$ cat config.mk
export PLATFORM = sky130hd
export DESIGN_NAME = uart_rx_packet_parser
export DESIGN_NICKNAME = d
export VERILOG_FILES = /design/src/rtl/uart_rx_packet_parser.sv
export SDC_FILE = /design/constraint.sdc
export NUM_CORES = 1
export LEC_CHECK = 0
export ABC_AREA = 1
export BUFFER_PORTS_ARGS = -buffer_cell sky130_fd_sc_hd__buf_2
export CAP_MARGIN = 25
export CORE_MARGIN = 1.5
export CORE_UTILIZATION = 49
export CTS_CLUSTER_SIZE = 12
export DETAILED_ROUTE_END_ITERATION = 10
export GPL_TIMING_DRIVEN = 0
export PLACE_DENSITY = 0.69
export SKIP_LAST_GASP = 1
export SLEW_MARGIN = 0
export SYNTH_ARGS = -nofsm -noshare
export SYNTH_HDL_FRONTEND = slang
export SYNTH_SLANG_ARGS = --single-unit
export TNS_END_PERCENT = 1
$ cat constraint.sdc
create_clock -name clk -period 4.3 [get_ports clk]
set_input_delay 0.645 -clock clk [delete_from_list [all_inputs] [get_ports clk]]
set_output_delay 0.645 -clock clk [all_outputs]
set_load 0.005 [all_outputs]
$ cat src/rtl/uart_rx_packet_parser.sv
// Framed-byte parser (SYNC, CMD, LEN, payload, CSUM); Packet_Valid rises the cycle after a good CSUM byte.
// No RX backpressure: bytes during HOLD are dropped as overrun. UART_PARSER_TIMEOUT_EN adds an inter-byte timeout.
module uart_rx_packet_parser #(
  parameter int          MAX_LEN        = 16,
  parameter int          ADDR_WIDTH     = 4,
  parameter logic [7:0]  SYNC_BYTE      = 8'hA5,
  parameter int          TIMEOUT_CYCLES = 100000
) (
  input  logic                  clk,
  input  logic                  reset_b,
  input  logic [7:0]            RX_Data_in,
  input  logic                  RX_Data_Ready,
  input  logic                  Packet_Ack,
  input  logic [ADDR_WIDTH-1:0] Payload_Addr,
  output logic                  Packet_Valid,
  output logic [7:0]            Cmd_out,
  output logic [7:0]            Len_out,
  output logic [7:0]            Payload_Data,
  output logic                  Packet_Error,
  output logic [1:0]            Error_Code
);

  localparam int IW    = $clog2(MAX_LEN + 1);
  localparam int DEPTH = 2 ** ADDR_WIDTH;
  localparam int CW    = (ADDR_WIDTH > 8) ? ADDR_WIDTH : 8;

  localparam logic [1:0] ERR_TIMEOUT = 2'b00;
  localparam logic [1:0] ERR_LEN     = 2'b01;
  localparam logic [1:0] ERR_CSUM    = 2'b10;
  localparam logic [1:0] ERR_OVERRUN = 2'b11;

  typedef enum logic [2:0] {
    S_IDLE, S_CMD, S_LEN, S_PAYLOAD, S_CSUM, S_HOLD
  } state_t;

  state_t          state_q, state_d;
  logic [7:0]      cmd_q, cmd_d;
  logic [7:0]      len_q, len_d;
  logic [7:0]      sum_q, sum_d;
  logic [IW-1:0]   idx_q, idx_d;
  logic            valid_q, valid_d;
  logic            err_q, err_d;
  logic [1:0]      code_q, code_d;
  logic            buf_we;
  logic [7:0]      buf_q [DEPTH];
  logic            tmo_fire;

`ifdef UART_PARSER_TIMEOUT_EN
  localparam int TW = $clog2(TIMEOUT_CYCLES + 1);
  logic [TW-1:0] tmo_q, tmo_d;

  always_comb begin
    tmo_d    = '0;
    tmo_fire = 1'b0;
    if (!RX_Data_Ready && (state_q inside {S_CMD, S_LEN, S_PAYLOAD, S_CSUM})) begin
      if (tmo_q == TW'(TIMEOUT_CYCLES - 1)) tmo_fire = 1'b1;
      else                                  tmo_d    = tmo_q + TW'(1);
    end
  end

  always_ff @(posedge clk) begin
    if (reset_b) tmo_q <= '0;
    else         tmo_q <= tmo_d;
  end
`else
  assign tmo_fire = 1'b0;
`endif

  always_comb begin
    state_d = state_q;
    cmd_d   = cmd_q;
    len_d   = len_q;
    sum_d   = sum_q;
    idx_d   = idx_q;
    valid_d = valid_q;
    err_d   = 1'b0;
    code_d  = code_q;
    buf_we  = 1'b0;
    unique case (state_q)
      S_IDLE: begin
        if (RX_Data_Ready && RX_Data_in == SYNC_BYTE) state_d = S_CMD;
      end
      S_CMD: begin
        if (RX_Data_Ready) begin
          cmd_d   = RX_Data_in;
          sum_d   = RX_Data_in;
          state_d = S_LEN;
        end
      end
      S_LEN: begin
        if (RX_Data_Ready) begin
          if (RX_Data_in > 8'(MAX_LEN)) begin
            err_d   = 1'b1;
            code_d  = ERR_LEN;
            state_d = S_IDLE;
          end else begin
            len_d   = RX_Data_in;
            sum_d   = sum_q + RX_Data_in;
            idx_d   = '0;
            state_d = (RX_Data_in == 8'd0) ? S_CSUM : S_PAYLOAD;
          end
        end
      end
      S_PAYLOAD: begin
        if (RX_Data_Ready) begin
          buf_we = 1'b1;
          sum_d  = sum_q + RX_Data_in;
          idx_d  = idx_q + IW'(1);
          if ((8'(idx_q) + 8'd1) == len_q) state_d = S_CSUM;
        end
      end
      S_CSUM: begin
        if (RX_Data_Ready) begin
          if (RX_Data_in == sum_q) begin
            valid_d = 1'b1;
            state_d = S_HOLD;
          end else begin
            err_d   = 1'b1;
            code_d  = ERR_CSUM;
            state_d = S_IDLE;
          end
        end
      end
      S_HOLD: begin
        // Ack wins over a coincident byte: the byte is dropped silently.
        if (Packet_Ack) begin
          valid_d = 1'b0;
          state_d = S_IDLE;
        end else if (RX_Data_Ready) begin
          err_d  = 1'b1;
          code_d = ERR_OVERRUN;
        end
      end
      default: state_d = S_IDLE;
    endcase
    if (tmo_fire) begin
      err_d   = 1'b1;
      code_d  = ERR_TIMEOUT;
      state_d = S_IDLE;
    end
  end

  always_ff @(posedge clk) begin
    if (reset_b) begin
      state_q <= S_IDLE;
      cmd_q   <= '0;
      len_q   <= '0;
      sum_q   <= '0;
      idx_q   <= '0;
      valid_q <= 1'b0;
      err_q   <= 1'b0;
      code_q  <= '0;
    end else begin
      state_q <= state_d;
      cmd_q   <= cmd_d;
      len_q   <= len_d;
      sum_q   <= sum_d;
      idx_q   <= idx_d;
      valid_q <= valid_d;
      err_q   <= err_d;
      code_q  <= code_d;
    end
  end

  always_ff @(posedge clk) begin
    if (buf_we) buf_q[ADDR_WIDTH'(idx_q)] <= RX_Data_in;
  end

  assign Packet_Valid = valid_q;
  assign Cmd_out      = cmd_q;
  assign Len_out      = len_q;
  assign Packet_Error = err_q;
  assign Error_Code   = code_q;
  assign Payload_Data = (CW'(Payload_Addr) < CW'(len_q)) ? buf_q[Payload_Addr] : 8'h00;

endmodule

==> metrics.txt, run 1 <==
run status complete, no violations; clock input transition at the sequential cells of the worst setup and hold paths 60 ps; worst-case clock buffer depth 2; class of the tightest hold or removal check flip-flop to flip-flop; instance area after placement 7790 sq um; commonest cells after routing, fill and taps aside edfxtp_1, nand2_1, nor2_1; setup violation total in the final timing report 0; via count 5,656; Syn Nets 745; CP max FO 10; utilization of the core after routing 0.571; hold violation count in the final report 0; ratio of cells with drive above 1 in the final layout 0.151; layout overhead on the synthesized area 13.5%; post-synthesis cell area 7340 sq um; slowest stage delay, CP 450 ps; max-cap violation count 0; Top FF cell, synth edfxtp_1; async set-or-reset flop fraction in the synthesized netlist 0; core area 14,600 sq um; list of cells traversed by the critical path buf_2, inv_1, clkbuf_1, o21ai_0, o221ai_1, nand3_1, a21oi_1, buf_2; P per Cell Area 458 nW/um^2; vias in the first global route 5,661; antenna viol nets, final 0; startpoint of the worst hold path Len_out[6]; slack of the worst reg-to-reg path 1870 ps; DRT iter0 DRCs 605; global route overflow 0; initial cell density of the core 0.503; latest clock arrival within the worst-skew pair 420 ps; shortest clock period the worst path allows after layout 3050 ps; number of hold-repair buffers added at the cts stage 0; Critical Path Source Payload_Addr[1]; critical-path cell with the highest stage delay clkbuf_1; post-layout instance area 8330 sq um; total die area 15,700 sq um; pin count of the biggest net entering global routing 22; number of flops mapped to enable cells by yosys 128; critical setup path kind input port to primary output; # port buffers 43; number of antenna violations at the first check in global routing 0; Pre-Repair DR Iteration Count 6; CP required 3650 ps; post-route fraction of the period consumed by the critical path 0.708; count of cell types in the netlist 43; final-report max-slew violation count 0; Worst slew margin 0.453; proportion of netlist area held by the largest area contributor 0.524; count of standard-cell rows 44; Global Route Usage Sum 0.250; final WL 18.9 mm; vias per cell 5.81; number of post-CTS setup repair buffers 0; Clock Sinks 164; sequential-to-total area share from yosys stat 0.622; maximum ir drop on the vdd rail 0.282 mV; clock tree from TritonCTS built; critical path startpoint category input port; Max H-tree Level 4; Clock Skew 8.29 ps; cells taking the most area after synthesis edfxtp_1, dfxtp_1, nand2_1; horizontal extent of the die 125 um; synthesized area divided by synthesized cell count 10.3 sq um; number of instances in the synthesized netlist 714; Achievable Freq 0.328 GHz; cell type with the largest total area after synthesis edfxtp_1; Remaining DRCs 0; gpl congestion 0.929; Routed WL per cell 19.4 um; nature of the critical path endpoint primary output; transition time of the tightest slew-check pin 817 ps; number of buffers created by CTS 17; most frequent cell on the critical path buf_2; Yosys warning count 0; unrepaired setup endpoints after global routing no; Diodes inserted 0; setup_tns 0 ps; most common cell after layout, fill and taps aside edfxtp_1; global-route wire length before repair 29.7 mm; detailed placement HPWL 12.9 mm; worst reg2reg startpoint state_q[1]; number of register bits inferred by synthesis 164; static leakage 0.00316 uW; post-CTS resize count 0; critical path arrival 2400 ps; chip height 125 um; worst hold slack across all endpoints 454 ps; root buffer cell clkbuf_16; nets@finish 808; number of I/O pins 44
==> layout make-up <==
cell class | count | area (sq um)
Fill cell | 1224 | 6260
Sequential cell | 164 | 4560
Multi-Input combinational cell | 464 | 2410
Clock buffer | 17 | 425
Tap cell | 184 | 230
Timing Repair Buffer | 44 | 220
Inverter | 55 | 208
Buffer | 31 | 159
Clock inverter | 15 | 115
==> power by group <==
group          total, uW  switching [uW]  internal (uW)
Combinational        617             409            208
Sequential          1810            40.4           1770
Clock               1390             603            786
==> cell usage after synthesis, types with 2 or more instances <==
master and instances:
a211oi_1 2, a21boi_0 2, a21oi_1 74, a21oi_2 3, a221oi_1 14, a22o_1 3
buf_2 18, buf_6 2, clkbuf_1 9, dfxtp_1 36, edfxtp_1 128, ha_1 14
inv_1 49, inv_2 5, nand2_1 122, nand2_2 6, nand3_1 26, nand4_1 6
nor2_1 81, nor2_2 3, nor2_4 2, nor3_1 11, o211ai_1 6, o21ai_0 55
o21ai_1 4, o221ai_1 2, o22ai_1 13, xor2_1 3
==> routing by layer <==
metal	routed length, um	share of wire	GRT usage
met2	9320	0.49	0.424
met1	7550	0.40	0.306
met3	1300	0.069	0.0488
met4	697	0.037	0.122
met5	0	0	0
==> sequential cells by signal, indices dropped and copies added (netlist names) <==
name	cells
Packet_Valid	1
Packet_Error	1
buf_q	128
sum_q	8
Len_out	8
Cmd_out	8
state_q	3
Error_Code	2
idx_q	5
==> logic make-up after synthesis <==
logic type,share of synthesized area
and+or+nand+nor,0.154
buffers and inverters,0.0499
xor gates and xnor gates,0.00580
adders and majority gates,0.0266
AOI/OAI and AO/OA,0.142
DFF,0.622
==> worst max-delay path, delay by kind of cell <==
family	cells	cell delay [ps]
AND/OR/NAND/NOR	1	120
buffers and inverters	4	950
AO/OA/AOI/OAI	3	670
==> stage by stage <==
stage / cells / setup WS [ps] / power [uW]
after global routing: 974 / 1140 / 3980
final: 974 / 1250 / 3810
after global placement: 941 / 1370 / 2430
after floorplan: 714 / 2070 / 2260
after CTS: 974 / 1310 / 3820
after detailed placement: 942 / 1280 / 2450
==> final timing paths <==
| kind | to | depth (start not counted) |
|---|---|---|
| setup / recovery | Payload_Data[6] | 8 |
| hold / removal | Len_out[6] | 2 |
| setup reg to reg | buf_q[6][1] | 8 |
| hold reg to reg | Len_out[6] | 2 |
Note: power is estimated with default switching activity, not from simulation.
==> inputs of run 2 (changes only) <==
ABC_AREA = 0   (was 1)
clock period = 3.2 ns   (was 4.3 ns; I/O delays follow)
==> metrics.txt, run 2 <==
Achievable Freq 0.363 GHz; ratio of cells with drive above 1 in the final layout 0.217; most common cell after layout, fill and taps aside edfxtp_1; final WL 16.0 mm; number of flip-flops in the largest register 128; post-synthesis cell area 7410 sq um; antenna viol nets, final 0; async set-or-reset flop fraction in the synthesized netlist 0; post-CTS resize count 0; transition time of the tightest slew-check pin 820 ps; root buffer cell clkbuf_16; number of antenna violations at the first check in global routing 0; Clock Sinks 164; Routed WL per cell 21.0 um; post-layout instance area 8480 sq um; number of cells on the worst hold path 2; cells taking the most area after synthesis edfxtp_1, dfxtp_1, mux4_2; proportion of netlist area held by the largest area contributor 0.519; instance area after placement 7890 sq um; startpoint of the worst hold path Packet_Ack; initial cell density of the core 0.506; core area 14,600 sq um; sequential-to-total area share from yosys stat 0.616; largest family of logic cells by synthesized area multiplexers; global-route wire length before repair 24.6 mm; Global Route Usage Sum 0.211; class of the tightest hold or removal check input port to flip-flop; CP required 2720 ps; count of cell types in the netlist 65; gpl congestion 0.871; CP max FO 8; unrepaired setup endpoints after global routing no; worst reg2reg startpoint state_q[2]; horizontal extent of the die 126 um; via count 4,556; Worst Hold End Packet_Valid; static leakage 0.00298 uW; Syn Nets 529; multiplexer area fraction after synthesis 0.149; worst reg2reg path endpoint buf_q[0][6]; number of buffers created by CTS 17; # port buffers 42; max-cap violation count 0; global route overflow 0; run status complete, but fails checks; compound-cell area share of the yosys netlist 0.0794; xor and xnor area share after synthesis 0.00828; worst-case clock buffer depth 2; vias in the first global route 4,420; Max H-tree Level 4; Clock Skew 10.9 ps; number of flops mapped to enable cells by yosys 128; layout overhead on the synthesized area 14.4%; number of post-CTS setup repair buffers 0; setup violation total in the final timing report 0; commonest cells after routing, fill and taps aside edfxtp_1, buf_2, nor2_1; critical setup path kind flip-flop to primary output; number of I/O pins 44; Remaining DRCs 2; Pre-Repair DR Iteration Count 10; top post-synthesis cells by count edfxtp_1, nor2_1, dfxtp_1; chip height 126 um; most used standard cell by instance count after synthesis edfxtp_1; Worst slew margin 0.451; slack of the worst reg-to-reg path 750 ps; P per Cell Area 535 nW/um^2; final-report max-slew violation count 0; simple-gate portion of the synthesized area 0.0917; number of instances in the synthesized netlist 498; number of hold-repair buffers added at the cts stage 0; Diodes inserted 0; Critical Path Source Len_out[1]; total die area 15,900 sq um; vias per cell 5.99; Yosys warning count 0; nature of the critical path endpoint primary output; R2R depth 6; detailed placement HPWL 10.7 mm; DRT iter0 DRCs 382; clock tree from TritonCTS built; hold violation count in the final report 0; count of standard-cell rows 44; largest register by flop count buf_q; maximum ir drop on the vdd rail 0.359 mV; cell type with the largest total area after synthesis edfxtp_1; post-route fraction of the period consumed by the critical path 0.860; violated checks DRC; setup_tns 0 ps; clock input transition at the sequential cells of the worst setup and hold paths 70 ps; filler cell count in the final layout 1,143; critical path startpoint category flip-flop; latest clock arrival within the worst-skew pair 430 ps; synthesized area divided by synthesized cell count 14.9 sq um; Top FF cell, synth edfxtp_1; number of register bits inferred by synthesis 164; pin count of the biggest net entering global routing 25; area share of fa/ha/maj cells after synthesis 0.0263; nets@finish 595; shortest clock period the worst path allows after layout 2750 ps; critical path arrival 2270 ps
[run 2: cell count changes after synthesis, sizes merged, moves of 11 or more]
cell,before,now
mux4,0,40
nor2,86,46
a221oi,14,0
a21oi,77,15
nand2,128,27
mux2i,0,16
o22ai,13,2
nand3,27,5
inv,54,13
o21ai,59,7
[run 2: worst max path at each step]
stage | endpoint | slack [ps] | cells past startpoint
floorplan | Payload_Data[2] | 860 | 5
global placement | buf_q[0][4] | 120 | 6
detailed placement | Error_Code[0] | 330 | 7
CTS | Payload_Data[5] | 430 | 7
global route | Payload_Data[5] | 390 | 7
finish | Payload_Data[5] | 450 | 7
[run 2: layout make-up]
class	instances	area (sq um)	area share
clock buffers	17	425	0.0502
flip-flops and latches	164	4560	0.538
plain buffers	28	165	0.0195
repair buffers	47	245	0.0289
clock inverters	15	163	0.0192
multi-input cells	293	2640	0.311
well taps	184	230	0.0272
inverters	13	48.8	0.00576
[run 2: through the flow]
step | setup WS, ps | std cells | util | power (uW) | hold slack (ps)
floorplan | 863 | 498 | - | 2470 | 436
global placement | 121 | 724 | 0.536 | 2550 | 448
detailed placement | 335 | 729 | 0.539 | 2560 | 455
CTS | 429 | 761 | 0.579 | 4570 | 280
global route | 387 | 761 | 0.579 | 4670 | 317
finish | 448 | 761 | 0.579 | 4540 | 291
[run 2: kinds of logic after synthesis]
kind of cell | after synthesis
fa+ha+maj | 15
simple gates | 134
flops | 164
mux | 56
compound gates | 81
buf+inv | 41
xor+xnor | 7
[run 2: metal layers]
metal	vias up	track usage	routed length, um
li1	2096	-	-
met1	2248	0.282	6920
met2	183	0.345	7820
met3	29	0.0399	946
met4	0	0.0845	322
met5	-	0	0
[run 2: worst max-delay path: stages, from the launching register on]
cell      delay, ps
dfxtp_1         410
inv_1            70
ha_1            280
a21o_1          160
a21o_1          190
a21o_1          300
a21boi_1        270
buf_2           160
[run 2: report_power, final]
part           internal [uW]  switching, uW
registers               2290          0.111
logic                   92.2            126
clock network           1220            808
total                   3600            934
==> inputs of run 3 (changes only) <==
CORE_UTILIZATION = 35   (was 49)
PLACE_DENSITY = 0.54   (was 0.69)
==> metrics.txt, run 3 (synthesis gave the netlist of run 2 again) <==
largest register by flop count buf_q; total die area 22,000 sq um; slack of the worst reg-to-reg path 860 ps; Pre-Repair DR Iteration Count 4; critical setup path kind flip-flop to primary output; CP required 2720 ps; root buffer cell clkbuf_16; Achievable Freq 0.369 GHz; post-route fraction of the period consumed by the critical path 0.847; critical path startpoint category flip-flop; CP max FO 8; ratio of cells with drive above 1 in the final layout 0.225; static leakage 0.00297 uW; number of buffers created by CTS 17; number of post-CTS setup repair buffers 0; hold violation count in the final report 0; Diodes inserted 0; core area 20,900 sq um; vias in the first global route 4,385; Clock Skew 9.36 ps; latest clock arrival within the worst-skew pair 430 ps; # port buffers 42; initial cell density of the core 0.355; Worst slew margin 0.397; number of antenna violations at the first check in global routing 0; Max H-tree Level 4; P per Cell Area 531 nW/um^2; run status complete, no violations; max-cap violation count 0; number of I/O pins 44; Global Route Usage Sum 0.163; utilization of the core after routing 0.411; GRT met3 Usage 0.0374; most common cell after layout, fill and taps aside edfxtp_1; vias per cell 5.31; DRT iter0 DRCs 343; detailed placement HPWL 11.5 mm; number of flip-flops in the largest register 128; filler cell count in the final layout 1,945; nets@finish 591; layout overhead on the synthesized area 15.9%; clock input transition at the sequential cells of the worst setup and hold paths 70 ps; antenna viol nets, final 0; Routed WL per cell 20.2 um; final-report max-slew violation count 0; gpl congestion 0.855; commonest cells after routing, fill and taps aside edfxtp_1, buf_2, nor2_1; worst hold slack across all endpoints 318 ps; worst-case clock buffer depth 2; maximum ir drop on the vdd rail 0.393 mV; Total Power Consumption 4560 uW; critical path arrival 2230 ps; global route overflow 0; Clock Sinks 164; setup_tns 0 ps; pin count of the biggest net entering global routing 25; horizontal extent of the die 148 um; number of hold-repair buffers added at the cts stage 0; met1 GRT Util 0.229; non-filler instance count after layout 848; transition time of the tightest slew-check pin 901 ps; shortest clock period the worst path allows after layout 2710 ps; clock tree from TritonCTS built; chip height 148 um; via count 4,504; unrepaired setup endpoints after global routing no; final WL 17.1 mm; Remaining DRCs 0; global-route wire length before repair 26.4 mm; count of standard-cell rows 53; global-route layer with the greatest usage met2; routing usage on met2 0.256; total instance count after detailed placement 816; post-CTS resize count 0; setup violation total in the final timing report 0; class of the tightest hold or removal check input port to flip-flop; nature of the critical path endpoint primary output
==> run 3: changes by cell type in the layout (fill, tap and decap cells not counted), sizes merged <==
cell and delta:
clkinv -6, inv +6, buf -4, bufinv -2, clkinvlp +2
==> run 3: where the power goes <==
group,internal [uW],switching [uW]
Combinational,92.4,130
Clock,1110,934
Sequential,2290,0.115
Total,3490,1060
==> run 3: layer usage <==
| metal | routed length [um] | vias up |
|---|---|---|
| met5 | 0 | - |
| met4 | 181 | 0 |
| met3 | 838 | 18 |
| met2 | 8200 | 125 |
| met1 | 7920 | 2268 |
| li1 | - | 2093 |
==> run 3: area by class of cell <==
type | count | area [sq um] | area share
well taps | 275 | 344 | 0.0401
inverters | 13 | 48.8 | 0.00568
plain buffers | 28 | 165 | 0.0192
flip-flops and latches | 164 | 4560 | 0.531
repair buffers | 43 | 218 | 0.0253
clock buffers | 17 | 425 | 0.0495
multi-input cells | 293 | 2660 | 0.309
clock inverters | 15 | 168 | 0.0195
==> run 3: path summary, 6_finish.rpt <==
path | to | start | cells after the start
max | Payload_Data[2] | Len_out[1] | 7
min | Packet_Valid | Packet_Ack | 2
max reg2reg | buf_q[6][7] | state_q[0] | 5
min reg2reg | sum_q[6] | sum_q[6] | 2
==> run 3: critical path: stages (launching register included) <==
cell	delay, ps
dfxtp_1	450
inv_1	140
ha_1	290
a21o_1	170
a21o_1	180
a21o_1	260
a21boi_1	190
buf_2	140
==> run 3: metrics by stage <==
stage / instance area, sq um / setup slack (ps)
finish: 8590 / 491
global route: 8590 / 417
CTS: 8590 / 489
detailed placement: 8000 / 324
global placement: 7960 / 12.5
floorplan: 7410 / 863
